==> config.mk <==
export PLATFORM = sky130hd
export DESIGN_NAME = io_v2
export DESIGN_NICKNAME = d
export VERILOG_FILES = /design/src/rtl/io_pkg.sv /design/src/rtl/io_port_v2.sv /design/src/rtl/io_v2.sv
export SDC_FILE = /design/constraint.sdc
export NUM_CORES = 1
export LEC_CHECK = 0
export CORE_AREA = 2 2 187 189
export CTS_BUF_LIST = sky130_fd_sc_hd__clkbuf_2 sky130_fd_sc_hd__clkbuf_4 sky130_fd_sc_hd__clkbuf_8
export CTS_CLUSTER_DIAMETER = 100
export CTS_CLUSTER_SIZE = 14
export DETAILED_ROUTE_END_ITERATION = 8
export DIE_AREA = 0 0 189 191
export PLACE_DENSITY = 0.52
export SYNTH_ARGS = -nofsm -noshare
export SYNTH_HDL_FRONTEND = slang
export SYNTH_HIERARCHICAL = 1
export SYNTH_SLANG_ARGS = --single-unit
==> constraint.sdc <==
create_clock -name clk -period 1.7 [get_ports clk]
set_clock_uncertainty 0.1 [all_clocks]
set_input_delay 0.17 -clock clk [delete_from_list [all_inputs] [get_ports clk]]
set_output_delay 0.17 -clock clk [all_outputs]
set_load 0.05 [all_outputs]
==> src/rtl/io_pkg.sv <==
// rtl/io_pkg.sv - shared register offsets and helpers for the io_v2 port block
package io_pkg;

    localparam logic [1:0] OFS_PIN  = 2'd0;
    localparam logic [1:0] OFS_DIR  = 2'd1;
    localparam logic [1:0] OFS_IEN  = 2'd2;
    localparam logic [1:0] OFS_FLAG = 2'd3;

    function automatic int clog2(input int n);
        int r;
        r = 0;
        while ((1 << r) < n) r++;
        return r;
    endfunction

endpackage

==> src/rtl/io_port_v2.sv <==
// rtl/io_port_v2.sv - one GPIO port: OUT/DIR/IEN/FLAG, input synchroniser, edge detect, pin view
module io_port_v2
    import io_pkg::*;
#(
    parameter int WIDTH       = 8,
    parameter int SYNC_STAGES = 2
) (
    input  logic             clk,
    input  logic             rst,
    input  logic             wr_out,
    input  logic             wr_dir,
    input  logic             wr_ien,
    input  logic             wr_flag,
    input  logic [WIDTH-1:0] d,
    input  logic [WIDTH-1:0] pad,
    output logic [WIDTH-1:0] out_q,
    output logic [WIDTH-1:0] dir_q,
    output logic [WIDTH-1:0] ien_q,
    output logic [WIDTH-1:0] flag_q,
    output logic [WIDTH-1:0] pin
);

    logic [WIDTH-1:0] sync_q [SYNC_STAGES];
    logic [WIDTH-1:0] prev_q;
    logic [WIDTH-1:0] rise;
    logic [WIDTH-1:0] clr;

    assign rise = sync_q[SYNC_STAGES-1] & ~prev_q;
    assign clr  = wr_flag ? d : '0;
    assign pin  = (dir_q & out_q) | (~dir_q & sync_q[SYNC_STAGES-1]);

    // Flag set has priority over a simultaneous write-1-to-clear on the same bit
    always_ff @(posedge clk) begin
        if (rst) begin
            for (int i = 0; i < SYNC_STAGES; i++) sync_q[i] <= '0;
            prev_q <= '0;
            out_q  <= '0;
            dir_q  <= '0;
            ien_q  <= '0;
            flag_q <= '0;
        end else begin
            sync_q[0] <= pad;
            for (int i = 1; i < SYNC_STAGES; i++) sync_q[i] <= sync_q[i-1];
            prev_q <= sync_q[SYNC_STAGES-1];
            if (wr_out) out_q <= d;
            if (wr_dir) dir_q <= d;
            if (wr_ien) ien_q <= d;
            flag_q <= (flag_q & ~clr) | (rise & ien_q);
        end
    end

endmodule

==> src/rtl/io_v2.sv <==
// rtl/io_v2.sv - NPORT x WIDTH GPIO register block with two read channels and edge interrupts
module io_v2
    import io_pkg::*;
#(
    parameter  int WIDTH       = 8,
    parameter  int NPORT       = 4,
    parameter  int SYNC_STAGES = 2,
    localparam int ADDR_W      = clog2(NPORT) + 2
) (
    input  logic                   clk,
    input  logic                   rst,
    input  logic                   we,
    input  logic [ADDR_W-1:0]      addr,
    input  logic [WIDTH-1:0]       d,
    input  logic [ADDR_W-1:0]      cha,
    input  logic [ADDR_W-1:0]      chb,
    input  logic [NPORT*WIDTH-1:0] pad_in,
    output logic [NPORT*WIDTH-1:0] pad_out,
    output logic [NPORT*WIDTH-1:0] pad_oe,
    output logic [WIDTH-1:0]       da,
    output logic [WIDTH-1:0]       db,
    output logic                   irq
);

    localparam int NREG = 1 << ADDR_W;

    logic [WIDTH-1:0]  out_r  [NPORT];
    logic [WIDTH-1:0]  dir_r  [NPORT];
    logic [WIDTH-1:0]  ien_r  [NPORT];
    logic [WIDTH-1:0]  flag_r [NPORT];
    logic [WIDTH-1:0]  pin_r  [NPORT];
    logic [WIDTH-1:0]  regs   [NREG];
    logic [ADDR_W-1:0] wport;
    logic [1:0]        wofs;
    logic [ADDR_W-1:0] sel_a;
    logic [ADDR_W-1:0] sel_b;
    logic [WIDTH-1:0]  flag_any;

    assign wport = addr >> 2;
    assign wofs  = addr[1:0];

    for (genvar p = 0; p < NPORT; p++) begin : g_port
        logic hit;
        assign hit = we && (wport == ADDR_W'(p));

        io_port_v2 #(
            .WIDTH       (WIDTH),
            .SYNC_STAGES (SYNC_STAGES)
        ) u_port (
            .clk     (clk),
            .rst     (rst),
            .wr_out  (hit && (wofs == OFS_PIN)),
            .wr_dir  (hit && (wofs == OFS_DIR)),
            .wr_ien  (hit && (wofs == OFS_IEN)),
            .wr_flag (hit && (wofs == OFS_FLAG)),
            .d       (d),
            .pad     (pad_in[p*WIDTH +: WIDTH]),
            .out_q   (out_r[p]),
            .dir_q   (dir_r[p]),
            .ien_q   (ien_r[p]),
            .flag_q  (flag_r[p]),
            .pin     (pin_r[p])
        );

        assign pad_out[p*WIDTH +: WIDTH] = out_r[p];
        assign pad_oe[p*WIDTH +: WIDTH]  = dir_r[p];
    end

    // Flat register view over the full address space; missing ports read as zero
    for (genvar r = 0; r < NREG; r++) begin : g_reg
        if (r / 4 >= NPORT) begin : g_none
            assign regs[r] = '0;
        end else if (r % 4 == 0) begin : g_pin
            assign regs[r] = pin_r[r/4];
        end else if (r % 4 == 1) begin : g_dir
            assign regs[r] = dir_r[r/4];
        end else if (r % 4 == 2) begin : g_ien
            assign regs[r] = ien_r[r/4];
        end else begin : g_flag
            assign regs[r] = flag_r[r/4];
        end
    end

    assign da = regs[sel_a];
    assign db = regs[sel_b];

    always_comb begin
        flag_any = '0;
        for (int p = 0; p < NPORT; p++) flag_any = flag_any | flag_r[p];
    end

    always_ff @(posedge clk) begin
        if (rst) begin
            sel_a <= '0;
            sel_b <= '0;
            irq   <= 1'b0;
        end else begin
            sel_a <= cha;
            sel_b <= chb;
            irq   <= |flag_any;
        end
    end

endmodule
==> results by group <==
STA
  – Final worst slack: -0.872 ns
  – Worst slew pin tran: roughly 0.8 ns
  – Tmin final: roughly 2.6 ns
  – Max-slew violations: 0
  – Setup TNS: -13.37 ns
  – Period utilization: 1.51
  – Final setup fails: 16
  – Max Fclk: around 0.39 GHz
  – RSZ-0062 raised after global routing: true
  – Slew HR: 0.462
  – Final hold violation count: 0

Final layout
  – Share of post-route cells with drive strength above 1: 0.432
  – Final core utilization: 0.412
  – Design area: around 0.014 sq mm
  – Fill count: about 3,300
  – # diodes: 0
  – P&R area growth vs syn: 38.7%
  – Nets: about 1,200

Critical path
  – CP peak stage delay: a little under 0.5 ns
  – Crit path from: g_port[2].u_port/dir_q[4]
  – Crit path DAT: 2.30 ns
  – CP Capture Type: output pin
  – Crit Reg-Reg Startpoint: g_port[3].u_port/flag_q[0]
  – Setup Crit Path Kind: register to output pin
  – Worst Path Max Fanout: 2
  – Worst setup SP type: register
  – Slowest-stage cell, CP: mux4_2
  – Sum of buffers and inverters on the critical path: 2
  – Data required, critical path: approximately 1.4 ns
  – Worst-path cell chain: mux2_4 -> mux4_2 -> a22oi_2 -> buf_4 -> nand2_4 -> buf_8
  – Crit path max-delay family: multiplexers

Power and ir drop
  – Power Dens Cells: 736 mW/mm^2
  – Total Power: between 10 and 15 mW
  – LEAKAGE: roughly 5.5 nW
  – Maximum VDD drop: about 400 uV

Synth
  – Synthesized Nets: a little over 900
  – Asr flop ratio synth: 0
  – Area of the mapped netlist: between 0.01 and 0.015 sq mm
  – Synth cell types: 28
  – Avg Cell Area, Syn: between 10 and 15 sq um
  – Synth Instances: roughly 870
  – Ys Warns: 6
  – Flops & latches, synth: around 230
  – EDFF count, synth: 0
  – Register area share after synthesis: 0.460
  – Synth Flop Type: dfxtp_1

Floorplanning
  – Die width: between 150 and 200 um
  – Io pins: 136
  – # rows: between 60 and 70
  – Core footprint: approximately 0.034 sq mm
  – Die Area: 0.0361 sq mm
  – Initial Utilization: 0.297
  – Die H: ~190 um

Route
  – Number of remaining DRC errors: 0
  – Total Wirelength: 32.0 mm
  – Drt initial violations: approximately 420
  – Pre-antenna DRT Iters: 4
  – Vias: 7,588
  – Number of routed nets with antenna violations: 0
  – Vias per cell: approximately 4.7
  – WL/cell: between 15 and 20 um

Placed design
  – Dpl cell area: approximately 0.013 sq mm
  – Input/output buffers: around 140
  – Routability-driven placement congestion ratio: a little over 0.9
  – Dpl hpwl: about 23 mm
  – Place WS: -0.415 ns

Global route
  – First-pass GRT wire length: roughly 48 mm
  – GRT Resource Usage Total: 0.175
  – Total global routing overflow: 0
  – Antenna violations before repair: 0
  – Vias in the first global route: 7,621
  – Largest net degree at the start of global routing: 53

Hold path
  – Hold path startpoint: cha[3]
  – Hold Path Class: input pin to register

Run status
  – Status: finished, violations left
  – Failing checks: setup timing

Clock network
  – Root Buffer: clkbuf_8
  – H-tree Lvls: 1
  – TritonCTS buffer count: 20
  – Clk buf depth: 3
  – CTS sink cnt: 233
  – Clk_lat worst skew: roughly 0.55 ns
  – Clk slew on worst S/H paths: approximately 0.09 ns
  – CTS tree: done

Run
  – MaxCap Viol Count: 0
==> logic make-up (layout without fill, tap and decap cells) <==
kind of cell	after synthesis	count (layout)	synth area share
buffers and inverters	60	364	0.0406
multiplexers	192	192	0.284
AND/OR/NAND/NOR	321	321	0.160
flip-flops	233	233	0.460
AO/OA/AOI/OAI	65	65	0.0558
==> synth_stat cells (6+ instances only) <==
library cell     count  area share
buf_2               25       0.012
nand2_1             49       0.018
a22oi_1             32       0.024
buf_4               10      0.0074
mux2_2              32       0.036
mux4_2              34       0.076
clkdlybuf4s25_2      6      0.0059
dfxtp_1            233        0.46
nor4_1               8      0.0049
a32o_1              32       0.032
nor2b_1            138       0.085
buf_6               10       0.011
nor2_1             110       0.041
mux2i_1             96       0.095
mux4_1              28       0.073
==> final timing paths <==
| check | slack, ns | endpoint | depth (start not counted) |
|---|---|---|---|
| max | -0.87 | db[4] | 6 |
| min reg2reg | 0.34 | g_port[3].u_port/sync_q[0][13] | 1 |
| min | 0.07 | sel_a[3] | 2 |
| max reg2reg | 0.20 | irq | 4 |
==> final cells by class <==
class,instances,area [sq um],area share
timing repair buffer,324,2970,0.211
clock buffer,35,394,0.0280
multi-input combinational,578,5280,0.375
clock inverter,1,6.26,0.000445
inverter,4,15.0,0.00107
sequential,233,4820,0.343
tap,455,569,0.0405
==> layout by cell type, fill, tap and decap left out, drive strengths merged, types with 2 or more instances in the layout <==
master and count:
nor3 4, nor2b 138, clkdlybuf4s50 53, buf 269, and2 2, mux4 64
nand2b 2, mux2i 96, nand3b 2, mux2 32, a32o 32, and2b 2
and4 2, nand2 49, inv 5, nor4 8, nor2 110, a22oi 32
dfxtp 233, clkbuf 36
==> timing repair <==
action / 4_1_cts / 5_1_grt
gates cloned: 1 / 1
setup buffers: 6 / 5
endpoints found under the setup margin: 16 / 16
gates resized for setup: 44 / 28
hold endpoints to repair: 36 / 0
hold buffers: 1 / 0
pin swaps: 10 / 14
==> report_power, final <==
| group | switching, mW | total [mW] | internal [mW] |
|---|---|---|---|
| sequential | 0.0685 | 5.61 | 5.54 |
| clock | 1.87 | 3.33 | 1.46 |
| combinational | 0.709 | 1.40 | 0.691 |
| total | 2.65 | 10.3 | 7.70 |
==> flip-flops by register name (all words and copies together) (netlist names) <==
register              count
sel_a                     4
g_port.u_port/flag_q     32
g_port.u_port/dir_q      32
g_port.u_port/prev_q     32
g_port.u_port/ien_q      32
g_port.u_port/sync_q     64
sel_b                     4
g_port.u_port/out_q      32
irq                       1
==> stage by stage <==
step	hold slack (ns)	cells
2_1_floorplan	0.139	871
3_3_place_gp	0.319	1581
3_5_place_dp	0.320	1581
4_1_cts	0.0304	1625
5_1_grt	0.0475	1630
6_report	0.0709	1630
==> layer usage <==
| layer | up-vias | GRT usage | wire length (um) |
|---|---|---|---|
| li1 | 3693 | - | - |
| met3 | 37 | 0.0246 | 1400 |
| met5 | - | 0 | 0 |
| met1 | 3678 | 0.247 | 15100 |
| met2 | 180 | 0.281 | 14600 |
| met4 | 0 | 0.0478 | 794 |
No activity file was read; power rests on OpenSTA's default activity.
